**src/rtl/load_store_unit_pkg.sv**
```systemverilog
// Shared definitions for the load/store unit: funct3 access encodings,
// FSM state encoding, access-size helpers and writeback source selects.
package lsu_pkg;

    localparam logic [2:0] F3_LB  = 3'b000;
    localparam logic [2:0] F3_LH  = 3'b001;
    localparam logic [2:0] F3_LW  = 3'b010;
    localparam logic [2:0] F3_LBU = 3'b100;
    localparam logic [2:0] F3_LHU = 3'b101;

    // Writeback mux selects shared with the decoder
    localparam logic [1:0] SRC_ALU  = 2'd0;
    localparam logic [1:0] SRC_DMEM = 2'd1;
    localparam logic [1:0] SRC_PC4  = 2'd2;
    localparam logic [1:0] SRC_IMM  = 2'd3;

    typedef enum logic [1:0] {
        ST_IDLE,
        ST_REQ,
        ST_RESP,
        ST_DONE
    } lsu_state_t;

    typedef enum logic [1:0] {
        SZ_BYTE,
        SZ_HALF,
        SZ_WORD
    } lsu_size_t;

    // Reserved encodings (011/110/111) fall through to word accesses
    function automatic lsu_size_t f3_size(input logic [2:0] f3);
        case (f3)
            F3_LB, F3_LBU: return SZ_BYTE;
            F3_LH, F3_LHU: return SZ_HALF;
            default:       return SZ_WORD;
        endcase
    endfunction

    function automatic logic f3_signed(input logic [2:0] f3);
        return (f3 == F3_LB) || (f3 == F3_LH);
    endfunction

endpackage

```
**src/rtl/load_store_unit_if.sv**
```systemverilog
// Request/grant/response data-memory port. The LSU is the master.
interface load_store_unit_if;
    logic        req_o;
    logic        we_o;
    logic [31:0] addr_o;
    logic [3:0]  be_o;
    logic [31:0] wdata_o;
    logic        gnt_i;
    logic        rvalid_i;
    logic [31:0] rdata_i;

    modport master (
        output req_o, we_o, addr_o, be_o, wdata_o,
        input  gnt_i, rvalid_i, rdata_i
    );

    modport slave (
        input  req_o, we_o, addr_o, be_o, wdata_o,
        output gnt_i, rvalid_i, rdata_i
    );
endinterface

```
**src/rtl/load_store_unit_load_align.sv**
```systemverilog
// Load lane extraction and sign/zero extension. Purely combinational so a
// future cache can reuse it on its own read path.
module lsu_load_align
    import lsu_pkg::*;
(
    input  logic [31:0] rdata_i,
    input  logic [1:0]  offset_i,
    input  logic [2:0]  funct3_i,
    output logic [31:0] result_o
);

    logic [7:0]  byte_lane;
    logic [15:0] half_lane;
    logic        sext;

    // Pick the addressed lane and extend it to 32 bits
    always_comb begin
        byte_lane = rdata_i[7:0];
        case (offset_i)
            2'd0: byte_lane = rdata_i[7:0];
            2'd1: byte_lane = rdata_i[15:8];
            2'd2: byte_lane = rdata_i[23:16];
            2'd3: byte_lane = rdata_i[31:24];
            default: byte_lane = rdata_i[7:0];
        endcase
        // offset bit 0 is ignored for halves: non-trapping builds treat the
        // access as naturally aligned
        half_lane = offset_i[1] ? rdata_i[31:16] : rdata_i[15:0];
        sext      = f3_signed(funct3_i);
        result_o  = rdata_i;
        case (f3_size(funct3_i))
            SZ_BYTE: result_o = {{24{sext & byte_lane[7]}}, byte_lane};
            SZ_HALF: result_o = {{16{sext & half_lane[15]}}, half_lane};
            default: result_o = rdata_i;
        endcase
    end

endmodule

```
**src/rtl/load_store_unit.sv**
```systemverilog
// Data-memory access stage: issues one bus transaction per load/store,
// stalls the core while it is in flight and returns extended load data.
// Optional feature macro: LSU_MISALIGN_TRAP_EN (misaligned half/word accesses
// complete immediately with misaligned_o instead of touching the bus).
//
//   state   | meaning
//   --------+--------------------------------------------------------
//   IDLE    | waiting for a valid load/store
//   REQ     | req_o high, bus fields held until gnt_i
//   RESP    | load granted, waiting for rvalid_i
//   DONE    | done_o pulse, core advances; nothing accepted here
module load_store_unit
    import lsu_pkg::*;
(
    input  logic        clk_i,
    input  logic        rst_i,
    input  logic        valid_i,
    input  logic        mem_read_i,
    input  logic        mem_write_i,
    input  logic [2:0]  funct3_i,
    input  logic [31:0] addr_i,
    input  logic [31:0] wdata_i,
    output logic        stall_o,
    output logic        done_o,
    output logic [31:0] rdata_o,
    output logic        misaligned_o,
    load_store_unit_if.master mem
);

    lsu_state_t  state;
    logic        is_load;
    logic [2:0]  funct3_q;
    logic [1:0]  offset_q;
    logic        req_q;
    logic        we_q;
    logic [31:0] addr_q;
    logic [3:0]  be_q;
    logic [31:0] wdata_q;

    logic        accept;
    logic        misaligned;
    logic [3:0]  be_next;
    logic [31:0] wdata_next;
    logic [31:0] load_result;

    assign accept = valid_i && (mem_read_i || mem_write_i);

    assign mem.req_o   = req_q;
    assign mem.we_o    = we_q;
    assign mem.addr_o  = addr_q;
    assign mem.be_o    = be_q;
    assign mem.wdata_o = wdata_q;

    // Hold the pipeline from the accept cycle until the access resolves
    always_comb begin
        stall_o = ((state == ST_IDLE) && accept)
               || (state == ST_REQ)
               || (state == ST_RESP);
    end

    // Byte enables and lane-replicated store data for the incoming access
    always_comb begin
        be_next    = 4'b1111;
        wdata_next = wdata_i;
        case (f3_size(funct3_i))
            SZ_BYTE: begin
                be_next    = 4'b0001 << addr_i[1:0];
                wdata_next = {4{wdata_i[7:0]}};
            end
            SZ_HALF: begin
                be_next    = 4'b0011 << {addr_i[1], 1'b0};
                wdata_next = {2{wdata_i[15:0]}};
            end
            default: begin
                be_next    = 4'b1111;
                wdata_next = wdata_i;
            end
        endcase
    end

`ifdef LSU_MISALIGN_TRAP_EN
    // Halves need addr[0]=0, words need addr[1:0]=0
    always_comb begin
        misaligned = 1'b0;
        case (f3_size(funct3_i))
            SZ_HALF: misaligned = addr_i[0];
            SZ_WORD: misaligned = |addr_i[1:0];
            default: misaligned = 1'b0;
        endcase
    end
`else
    assign misaligned = 1'b0;
`endif

    lsu_load_align u_load_align (
        .rdata_i  (mem.rdata_i),
        .offset_i (offset_q),
        .funct3_i (funct3_q),
        .result_o (load_result)
    );

    // Access sequencer with registered bus and completion outputs
    always_ff @(posedge clk_i) begin
        if (rst_i) begin
            state        <= ST_IDLE;
            is_load      <= 1'b0;
            funct3_q     <= 3'b000;
            offset_q     <= 2'b00;
            req_q        <= 1'b0;
            we_q         <= 1'b0;
            addr_q       <= 32'h0;
            be_q         <= 4'h0;
            wdata_q      <= 32'h0;
            rdata_o      <= 32'h0;
            done_o       <= 1'b0;
            misaligned_o <= 1'b0;
        end else begin
            done_o       <= 1'b0;
            misaligned_o <= 1'b0;
            case (state)
                ST_IDLE: begin
                    if (accept) begin
                        is_load  <= mem_read_i;
                        funct3_q <= funct3_i;
                        offset_q <= addr_i[1:0];
                        if (misaligned) begin
                            state        <= ST_DONE;
                            done_o       <= 1'b1;
                            misaligned_o <= 1'b1;
                        end else begin
                            state   <= ST_REQ;
                            req_q   <= 1'b1;
                            we_q    <= ~mem_read_i;
                            addr_q  <= {addr_i[31:2], 2'b00};
                            be_q    <= be_next;
                            wdata_q <= wdata_next;
                        end
                    end
                end
                ST_REQ: begin
                    if (mem.gnt_i) begin
                        req_q <= 1'b0;
                        if (is_load) begin
                            state <= ST_RESP;
                        end else begin
                            state  <= ST_DONE;
                            done_o <= 1'b1;
                        end
                    end
                end
                ST_RESP: begin
                    if (mem.rvalid_i) begin
                        rdata_o <= load_result;
                        state   <= ST_DONE;
                        done_o  <= 1'b1;
                    end
                end
                ST_DONE: begin
                    state <= ST_IDLE;
                end
                default: begin
                    state <= ST_IDLE;
                end
            endcase
        end
    end

endmodule

```
**src/flat_wrapper.sv**
```systemverilog
// flat-port wrapper written by rule: the top's interface ports become plain ports
module load_store_unit_flat import lsu_pkg::*;
  (clk_i, rst_i, valid_i, mem_read_i, mem_write_i, funct3_i, addr_i, wdata_i, stall_o, done_o, rdata_o, misaligned_o, mem_req_o, mem_we_o, mem_addr_o, mem_be_o, mem_wdata_o, mem_gnt_i, mem_rvalid_i, mem_rdata_i);
  load_store_unit_if mem_i ();
  input  logic clk_i;
  input  logic rst_i;
  input  logic valid_i;
  input  logic mem_read_i;
  input  logic mem_write_i;
  input  logic [2:0] funct3_i;
  input  logic [31:0] addr_i;
  input  logic [31:0] wdata_i;
  output logic stall_o;
  output logic done_o;
  output logic [31:0] rdata_o;
  output logic misaligned_o;
  output wire logic [$bits(mem_i.req_o)-1:0] mem_req_o;
  output wire logic [$bits(mem_i.we_o)-1:0] mem_we_o;
  output wire logic [$bits(mem_i.addr_o)-1:0] mem_addr_o;
  output wire logic [$bits(mem_i.be_o)-1:0] mem_be_o;
  output wire logic [$bits(mem_i.wdata_o)-1:0] mem_wdata_o;
  input wire logic [$bits(mem_i.gnt_i)-1:0] mem_gnt_i;
  input wire logic [$bits(mem_i.rvalid_i)-1:0] mem_rvalid_i;
  input wire logic [$bits(mem_i.rdata_i)-1:0] mem_rdata_i;
  assign mem_req_o = mem_i.req_o;
  assign mem_we_o = mem_i.we_o;
  assign mem_addr_o = mem_i.addr_o;
  assign mem_be_o = mem_i.be_o;
  assign mem_wdata_o = mem_i.wdata_o;
  assign mem_i.gnt_i = mem_gnt_i;
  assign mem_i.rvalid_i = mem_rvalid_i;
  assign mem_i.rdata_i = mem_rdata_i;
  load_store_unit u_core (.clk_i(clk_i), .rst_i(rst_i), .valid_i(valid_i), .mem_read_i(mem_read_i), .mem_write_i(mem_write_i), .funct3_i(funct3_i), .addr_i(addr_i), .wdata_i(wdata_i), .stall_o(stall_o), .done_o(done_o), .rdata_o(rdata_o), .misaligned_o(misaligned_o), .mem(mem_i));
endmodule
```
**config.mk**
```make
export PLATFORM = sky130hd
export DESIGN_NAME = load_store_unit_flat
export DESIGN_NICKNAME = d
export VERILOG_FILES = /design/src/rtl/load_store_unit_pkg.sv /design/src/rtl/load_store_unit_if.sv /design/src/rtl/load_store_unit_load_align.sv /design/src/rtl/load_store_unit.sv /design/src/flat_wrapper.sv
export SDC_FILE = /design/constraint.sdc
export NUM_CORES = 1
export LEC_CHECK = 0
export CAP_MARGIN = 0
export CORE_ASPECT_RATIO = 1.25
export CORE_UTILIZATION = 40
export CTS_BUF_LIST = sky130_fd_sc_hd__clkbuf_4 sky130_fd_sc_hd__clkbuf_8
export CTS_CLUSTER_DIAMETER = 150
export DETAILED_ROUTE_END_ITERATION = 8
export PLACE_DENSITY = 0.84
export SETUP_SLACK_MARGIN = 0.3
export SLEW_MARGIN = 20
export SYNTH_ARGS = -nofsm -noshare
export SYNTH_HDL_FRONTEND = slang
export SYNTH_HIERARCHICAL = 1
export SYNTH_SLANG_ARGS = --single-unit
```
**constraint.sdc**
```tcl
create_clock -name clk_i -period 2.8 [get_ports clk_i]
set_input_delay 0.84 -clock clk_i [delete_from_list [all_inputs] [get_ports clk_i]]
set_output_delay 0.84 -clock clk_i [all_outputs]
set_load 0.05 [all_outputs]
```
==> impl_metrics.json <==
{
  "outcome": "complete, no violations",
  "ys_ff_latch": 109,
  "grt.overflow.total": 0,
  "yosysSeqAreaShare": 0.402,
  "die_h_um": 132,
  "reg2reg_setup_slack_ps": 790,
  "gp_congestion": 0.863,
  "first_iter_violations": 219,
  "hold_violations": 0,
  "drv_cap": 0,
  "clkSlewWorstSetupHoldPaths_ps": 100,
  "via_per_inst": 5.26,
  "synth_mux_area_frac": 0.0680,
  "final_cell_mix": "clkdlybuf4s50_1 (202), nand2_1 (183), dfxtp_1 (107), a21oi_1 (93), nor2_1 (45)",
  "core_mm2": 0.0132,
  "hold_depth": 2,
  "io_pins": 211,
  "drc": 0,
  "synthesis.area_mm2": 0.00543,
  "n_antenna_cell": 0,
  "period_needed_ps": 2540,
  "ys_types": 40,
  "finalCritPeriodShare": 0.909,
  "worst_pin_slew_ps": 947,
  "fmax_mhz": 393,
  "leakage_uw": 0.00281,
  "synthCells": 667,
  "clk_latency_ps": 380,
  "die_w_um": 106,
  "synth-xor-area-share": 0,
  "grt_max_degree": 91,
  "r2r_end": "u_core/mem.wdata_o[21]",
  "drive_gt1_frac": 0.121,
  "cts_tree": "built",
  "min_to": "u_core/mem.addr_o[16]",
  "wl_per_cell_um": 15.3,
  "numCtsBuffers": 9,
  "ir_drop_mv": 0.935,
  "final_common_cell": "clkdlybuf4s50_1",
  "setup_viol_count_final": 0,
  "rows": 47,
  "synthSimpleGateAreaFrac": 0.211,
  "reg2reg_from": "u_core/state[0]",
  "postSynthAreaPerCell_um2": 8.14,
  "ant_nets": 0,
  "critPathCaptureType": "primary output",
  "worst_ep_required_time_ps": 1960,
  "routed_wl_um": 15800,
  "hold_ws_ps": 457,
  "fp.dieArea_mm2": 0.0140,
  "utilization": 0.591,
  "htree_levels": 3,
  "skew_ps": 7.35,
  "multi_input_area_mm2": 0.00288,
  "initial_core_util": 0.410,
  "tns_ps": 0,
  "slew_violations": 0,
  "rr_worst_depth": 6,
  "grt_pass1_wl_um": 25200,
  "yosys_warnings": 6,
  "vias": 5414,
  "hp-class": "reg -> reg",
  "worstPathArrival_ps": 1700,
  "worstSetupPathType": "in -> out",
  "io_buffer_count": 207,
  "clockBufferDepth": 2,
  "first_global_vias": 5119,
  "synth_top_family_by_area": "compound AO/OA/AOI/OAI gates",
  "nets": 963,
  "hp-start": "u_core/mem.addr_o[16]",
  "areaGrowthSynthToFinish_pct": 44.1,
  "holdBufCountCts": 0,
  "synth_compound_area_frac": 0.233,
  "critPathLaunchType": "input port",
  "regArea_mm2": 0.00218,
  "firstDrtPassIters": 4,
  "cts-root-buf": "clkbuf_8",
  "critPathMaxFanout": 2,
  "hpwl_um": 11200,
  "antenna_found_initial": 0,
  "maxSlewHeadroom": 0.369,
  "numClockSinks": 109,
  "rsz0062_at_grt": "true",
  "synth-adder-area-share": 0.00922,
  "p_per_area_mw_per_mm2": 737,
  "fillCellCount": 1183,
  "grtUsageTotal": 0.224
}
==> report_power, final <==
group | leakage (uW) | internal, uW | total [uW] | switching (uW)
Sequential | 0.000891 | 1800 | 1930 | 129
Combinational | 0.00183 | 1130 | 2950 | 1820
Clock | 0.0000858 | 326 | 885 | 559
==> layer usage <==
metal  wire, um  GRT usage  part of all wire  vias to the layer above
li1           -          -                 -                     2644
met1       6120      0.255              0.39                     2525
met2       7930      0.383              0.50                      207
met3       1130     0.0499             0.072                       38
met4        609      0.124             0.039                        0
met5          0          0                 0                        -
==> area by class of cell <==
type	count	share of cell area
clock buffer	9	0.0158
clock inverter	7	0.00608
inverter	14	0.00672
multi-input combinational	485	0.368
sequential	109	0.279
tap	171	0.0274
timing repair buffer	234	0.297
==> worst max-delay path: stages <==
cell	delay [ps]
buf_6	90
o211a_4	240
or3_4	370
buf_12	160
==> cells by family (layout without fill, tap and decap cells) <==
| logic type | after synthesis | in the layout |
|---|---|---|
| flip-flops | 109 | 109 |
| buffers and inverters | 75 | 264 |
| other | 1 | 3 |
| adder cells (fa/ha/maj) | 4 | 4 |
| AND/OR/NAND/NOR | 271 | 271 |
| multiplexers | 27 | 27 |
| AO/OA/AOI/OAI | 180 | 180 |
==> synthesized netlist by cell type <==
| cell type | count | share of area |
|---|---|---|
| o32ai_1 | 1 | 0.0016 |
| or2b_1 | 1 | 0.0014 |
| nor2b_1 | 13 | 0.015 |
| a311oi_1 | 7 | 0.011 |
| a311oi_2 | 8 | 0.022 |
| a22o_1 | 1 | 0.0016 |
| o311ai_1 | 1 | 0.0016 |
| o21ai_0 | 12 | 0.011 |
| o21ai_1 | 8 | 0.0074 |
| mux2i_1 | 11 | 0.020 |
| nor2_1 | 45 | 0.031 |
| mux4_2 | 7 | 0.029 |
| a21oi_1 | 93 | 0.086 |
| nand2_1 | 183 | 0.13 |
| o211ai_2 | 5 | 0.012 |
| a211oi_1 | 12 | 0.017 |
| nand2b_1 | 9 | 0.010 |
| buf_12 | 2 | 0.0074 |
| inv_2 | 1 | 0.00069 |
| dfxtp_1 | 109 | 0.40 |
| ha_1 | 4 | 0.0092 |
| or3_1 | 2 | 0.0023 |
| a31oi_4 | 1 | 0.0039 |
| buf_2 | 21 | 0.019 |
| or2_0 | 1 | 0.0012 |
| buf_4 | 10 | 0.014 |
| nor3_1 | 5 | 0.0046 |
| and3b_1 | 10 | 0.016 |
| o22ai_2 | 16 | 0.037 |
| inv_1 | 13 | 0.0090 |
| and2_1 | 1 | 0.0012 |
| o31ai_1 | 1 | 0.0014 |
| buf_6 | 5 | 0.010 |
| o211ai_1 | 12 | 0.017 |
| or2_2 | 1 | 0.0012 |
| a221o_1 | 1 | 0.0018 |
| clkbuf_1 | 23 | 0.016 |
| o211a_1 | 1 | 0.0018 |
| conb_1 | 1 | 0.00069 |
| mux2_2 | 9 | 0.019 |
==> flip-flops by register name (all words and copies together), names as in the netlist <==
register            cells
u_core/offset_q         2
u_core/done_o           1
u_core/state            2
u_core/mem.addr_o      30
u_core/is_load          1
u_core/rdata_o         32
u_core/mem.be_o         4
u_core/mem.req_o        1
u_core/mem.we_o         1
u_core/mem.wdata_o     32
u_core/funct3_q         3
==> worst max path at each step <==
stage,start,to,slack (ps),cells after the start
4_1_cts,mem_write_i,stall_o,250,4
3_3_place_gp,mem_read_i,stall_o,-110,4
2_1_floorplan,mem_read_i,stall_o,350,3
5_1_grt,valid_i,stall_o,240,4
3_5_place_dp,mem_read_i,stall_o,-130,4
6_report,mem_write_i,stall_o,260,4
==> metrics by stage <==
stage	total power, uW	setup slack [ps]	cells	instance area (um2)
floorplan	3980	352	669	5440
global placement	4820	-110	1010	7610
detailed placement	4870	-134	1010	7610
CTS	5800	254	1029	7820
global route	6070	238	1029	7820
finish	5770	256	1029	7820
==> what timing repair did <==
| action | 4_1_cts | 5_1_grt |
|---|---|---|
| resized for setup | 18 | 3 |
| endpoints found under the hold margin | 0 | 0 |
| setup endpoints to repair | 1 | 1 |
| setup buffers | 3 | 0 |
| pin swaps | 2 | 0 |
Power figures use the tool's default switching activity.
